--- src/rtl/tflite_buf_pkg.sv ---
// tflite_buf_pkg: shared sizing, FSM states and read-word record for the camera-to-NPU image buffer sequencer
package tflite_buf_pkg;
  localparam int IMG_BYTES_DEF = 9216;
  localparam int WORDS_PER_FRAME = IMG_BYTES_DEF / 4;
  localparam int ADA_W = 14;
  localparam int ADB_W = 12;
  typedef enum logic [1:0] {IDLE, FILL, READY, DRAIN} state_t;
  typedef struct packed {
    logic        last;
    logic [31:0] data;
  } rd_word_t;
endpackage

--- src/rtl/tflite_rd_skid.sv ---
// tflite_rd_skid: 2-entry fall-through FIFO of buffer read words (push/din in; valid/head/count out, popped by ready)
module tflite_rd_skid import tflite_buf_pkg::*; (
  input  logic       clk,
  input  logic       reset,
  input  logic       push,
  input  rd_word_t   din,
  input  logic       ready,
  output logic       valid,
  output rd_word_t   head,
  output logic [1:0] count
);
  rd_word_t mem [2];
  logic wr_idx, rd_idx, store, take;
  always_comb begin
    valid = push || count != 2'd0;
    head = count != 2'd0 ? mem[rd_idx] : din;
    take = ready && count != 2'd0;
    store = push && !(ready && count == 2'd0);
  end
  always_ff @(posedge clk) begin
    if (reset) begin
      count <= '0;
      wr_idx <= 1'b0;
      rd_idx <= 1'b0;
    end else begin
      count <= count + {1'b0, store} - {1'b0, take};
      if (store) wr_idx <= !wr_idx;
      if (take) rd_idx <= !rd_idx;
    end
  end
  always_ff @(posedge clk) begin
    if (store) mem[wr_idx] <= din;
  end
endmodule

--- src/rtl/tflite_img_buf_ctrl.sv ---
// tflite_img_buf_ctrl: captures one camera frame into the image buffer, then streams it to the NPU as 32-bit valid/ready words (ports: camera in, buffer write/read ports, npu handshake, frame_ready/frame_drop status)
module tflite_img_buf_ctrl #(
  parameter int IMG_BYTES = tflite_buf_pkg::IMG_BYTES_DEF,
  parameter int ADA_W = tflite_buf_pkg::ADA_W,
  parameter int ADB_W = tflite_buf_pkg::ADB_W
) (
  input  logic             clk,
  input  logic             reset,
  input  logic             cam_sof,
  input  logic             cam_valid,
  input  logic [7:0]       cam_data,
  output logic             buf_cea,
  output logic [ADA_W-1:0] buf_ada,
  output logic [7:0]       buf_din,
  output logic             buf_ceb,
  output logic [ADB_W-1:0] buf_adb,
  input  logic [31:0]      buf_dout,
  output logic             frame_ready,
  input  logic             npu_start,
  output logic             npu_valid,
  input  logic             npu_ready,
  output logic [31:0]      npu_data,
  output logic             npu_last,
  output logic             frame_drop
);
  import tflite_buf_pkg::*;
  localparam logic [ADA_W:0] LAST_BYTE = (ADA_W+1)'(IMG_BYTES - 1);
  localparam logic [ADB_W:0] WORDS = (ADB_W+1)'(IMG_BYTES / 4);
  localparam logic [ADB_W:0] LAST_WORD = (ADB_W+1)'(IMG_BYTES / 4 - 1);
  state_t state, state_n;
  logic [ADA_W:0] wr_ptr;
  logic [ADB_W:0] rd_ptr;
  logic in_flight, in_flight_last, fill_sof, fifo_valid;
  logic [1:0] fifo_count;
  rd_word_t pushed, head;
  always_comb begin
    fill_sof = state == FILL && cam_sof;
    buf_cea = state == FILL && cam_valid;
    buf_ada = buf_cea && !fill_sof ? wr_ptr[ADA_W-1:0] : '0;
    buf_din = buf_cea ? cam_data : '0;
    buf_ceb = state == DRAIN && rd_ptr < WORDS && {1'b0, in_flight} + fifo_count < 2'd2;
    buf_adb = buf_ceb ? rd_ptr[ADB_W-1:0] : '0;
    frame_ready = state == READY;
    frame_drop = cam_sof && (state == READY || state == DRAIN);
    pushed = '{last: in_flight_last, data: buf_dout};
    npu_valid = fifo_valid;
    npu_data = fifo_valid ? head.data : '0;
    npu_last = fifo_valid && head.last;
    state_n = state == IDLE && cam_sof ? FILL :
              state == FILL && buf_cea && !fill_sof && wr_ptr == LAST_BYTE ? READY :
              state == READY && npu_start ? DRAIN :
              state == DRAIN && npu_last && npu_ready ? IDLE : state;
  end
  always_ff @(posedge clk) begin
    if (reset) begin
      state <= IDLE;
      wr_ptr <= '0;
      rd_ptr <= '0;
      in_flight <= 1'b0;
      in_flight_last <= 1'b0;
    end else begin
      state <= state_n;
      in_flight <= buf_ceb;
      in_flight_last <= buf_ceb && rd_ptr == LAST_WORD;
      wr_ptr <= state == IDLE ? '0 : fill_sof ? (ADA_W+1)'(cam_valid) : buf_cea ? wr_ptr + 1'b1 : wr_ptr;
      rd_ptr <= state == READY ? '0 : buf_ceb ? rd_ptr + 1'b1 : rd_ptr;
    end
  end
  tflite_rd_skid skid (
    .clk(clk),
    .reset(reset),
    .push(in_flight),
    .din(pushed),
    .ready(npu_ready),
    .valid(fifo_valid),
    .head(head),
    .count(fifo_count)
  );
endmodule

--- config.mk ---
export PLATFORM = sky130hd
export DESIGN_NAME = tflite_img_buf_ctrl
export DESIGN_NICKNAME = d
export VERILOG_FILES = /design/src/rtl/tflite_buf_pkg.sv /design/src/rtl/tflite_rd_skid.sv /design/src/rtl/tflite_img_buf_ctrl.sv
export SDC_FILE = /design/constraint.sdc
export NUM_CORES = 1
export LEC_CHECK = 0
export CAP_MARGIN = 20
export CORE_UTILIZATION = 45
export DETAILED_ROUTE_END_ITERATION = 7
export PLACE_DENSITY = 0.77
export SLEW_MARGIN = 5
export SYNTH_ARGS = -nofsm -noshare
export SYNTH_HDL_FRONTEND = slang
export SYNTH_SLANG_ARGS = --single-unit
--- constraint.sdc ---
create_clock -name clk -period 2.9 [get_ports clk]
set_input_delay 0.58 -clock clk [delete_from_list [all_inputs] [get_ports clk]]
set_output_delay 0.58 -clock clk [all_outputs]
set_load 0.05 [all_outputs]
==> results.toml <==
[die]
initial_core_util = 0.462
fp.dieH_um = 104
io_pins = 118
row_count = 37
die_area_um2 = 10900
die_w_um = 104
core-area_um2 = 10200

[finish]
final_area_um2 = 6430
final_core_util = 0.628
layout_commonest_cell = "edfxtp_1"
area_delta_synth_final_pct = 36.1
drive_above_1_share = 0.202
finalNetCount = 594
diodes = 0
final_cell_mix = "66 x edfxtp_1, 54 x buf_4, 46 x o21ai_0, 46 x clkdlybuf4s50_1, 38 x nand3_1"

[setup_path]
required_ns = 2.32
r2r_start = "skid.count[1]$_SDFF_PP0_"
crit_path_start = "state[0]$_SDFFE_PP0P_"
arrival_ns = 2.07
endpoint_kind = "primary output"
critical_path_class = "reg -> out"
critPathLaunchType = "flop"
crit_fanout = 15

[timing]
worst_pin_slew_ns = 0.938
finalCriticalPeriod_ns = 2.65
rsz0062_at_grt = "no"
finalSetupTns_ns = 0
fin_skew_ns = 0.0153
fin_ws_ns = 0.245
hold_viol = 0
slew_headroom = 0.373
hold_slack_ns = 0.463
fin_crit_sh = 0.916
setup_violations = 0
final_max_slew_viol_count = 0
max_freq_ghz = 0.377

[route]
viasPerCell = 5.29
ant_nets = 0
drt-initial-drc-count = 168
first_pass_iters = 5
routed_wl_mm = 10.3
avgRoutedWirePerCell_um = 15.0
vias = 3626
drc = 0

[global_routing]
grt_pass1_wl_mm = 16.7
grt_max_degree = 40
antenna_found_initial = 0
grt_pass1_vias = 3655
grt.total_usage = 0.191
gr-total-overflow = 0

[synthesis]
synth_seq_cells = 103
ys_async_sr_fraction = 0
synth_cells = 427
ys_top_cells_by_area = "edfxtp_1 42%, dfxtp_1 16%, mux2i_1 7.6%"
yosysSeqAreaShare = 0.577
synth_top_cell_area_share = 0.420
syn_avg_cell_area_um2 = 11.1
ys_warn_count = 0
synthesis.nets = 477
synth-edff-count = 66
yosys.area.top_type = "edfxtp_1"
syn-cell-area_um2 = 4720
ys.flop_type = "edfxtp_1"
ys_types = 48

[cts]
cts_made_buffers = 9
h-tree-depth = 3
tritoncts = "done"
clk-insertion-delay-late_ns = 0.37
clk_pin_slew_worst_paths_ns = 0.10
clock-root-buffer = "clkbuf_8"
cts_setup_buffers = 0
max-clock-path-buffers = 2
cts_sinks = 103
ctsHoldBuffers = 0
cts_resized = 0

[placed_design]
io_buffers = 117
dp_hpwl_mm = 7.23
place_congestion = 0.801
postPlaceCellArea_um2 = 6260
dp_slack_ns = 0.270

[pwr]
power_frac_seq = 0.480
power_density_nw_per_um2 = 521
combinationalPowerShare = 0.284
clockPowerShare = 0.236
leakage_nw = 2.22
net-switching-power_mw = 1.12
p_sw_frac = 0.336
intPower_mw = 2.22
ir_drop_mv = 0.251

[min_path]
worstHoldPathType = "reg -> reg"
min_from = "in_flight_last$_SDFF_PP0_"

[job]
max-cap-violations = 0

[run_status]
status = "complete, no violations"
power by group through the flow:
stage               clock, mW  sequential [mW]  combinational [mW]
floorplan                   0             1.61               0.618
global placement            0             1.64               0.940
detailed placement          0             1.64               0.957
CTS                     0.806             1.61               0.957
global route            0.856             1.61               0.998
finish                  0.791             1.61               0.950
through the flow:
step	power, mW	instances
6_report	3.35	685
5_1_grt	3.46	685
4_1_cts	3.37	685
3_5_place_dp	2.60	669
3_3_place_gp	2.58	668
2_1_floorplan	2.23	427
worst max-delay path: stages (launching register included):
cell and delay [ns]:
dfxtp_1 0.57, and3b_1 0.27, o211ai_1 0.12, inv_1 0.35, and2_1 0.20, buf_4 0.19
cell usage after synthesis, types with 4 or more instances:
cell and number:
nand2_1 11, clkbuf_1 18, xor2_1 4, dfxtp_1 37
o21ai_0 46, nor3_1 7, xnor2_1 9, nand3_1 38
ha_1 4, a21oi_1 16, mux2i_1 36, or3_1 12
nor2_1 22, inv_1 14, nor2b_1 5, and2_1 33
nand4_1 6, edfxtp_1 66
logic make-up after synthesis:
family | Yosys count | share of synthesized area
flip-flops | 103 | 0.577
AND/OR/NAND/NOR | 155 | 0.186
AO/OA/AOI/OAI | 78 | 0.0949
adder cells (fa/ha/maj) | 4 | 0.0106
buffers and inverters | 38 | 0.0315
multiplexers | 36 | 0.0763
XOR/XNOR | 13 | 0.0241
sequential cells by signal (all words and copies together), names as in the netlist, named ones only:
signal and count:
skid.wr_idx 1, in_flight 1, state 2, wr_ptr 15, skid.mem 66, skid.count 2
rd_ptr 13, skid.rd_idx 1, in_flight_last 1
routing by layer:
layer / global-route usage / share of wire / wire length [µm]
met2: 0.333 / 0.50 / 5100
met4: 0.0796 / 0.016 / 167
met3: 0.0326 / 0.057 / 589
met1: 0.233 / 0.43 / 4430
met5: 0 / 0 / 0
path summary, 6_finish.rpt:
kind                          endpoint  slack (ns)  cells after the start
max                         buf_adb[7]        0.25                      5
min          skid.mem[0][32]$_DFFE_PP_        0.46                      0
max reg2reg   skid.mem[0][7]$_DFFE_PP_        0.84                      3
min reg2reg  skid.mem[0][32]$_DFFE_PP_        0.46                      0
cell type report:
cell class	count	area, µm²
Fill cell	833	3800
Tap cell	136	170
Clock inverter	6	35.0
Clock buffer	10	128
Sequential cell	103	2720
Multi-Input combinational cell	286	1870
Inverter	14	52.6
Timing Repair Buffer	130	1450
No activity file was read; power rests on OpenSTA's default activity.
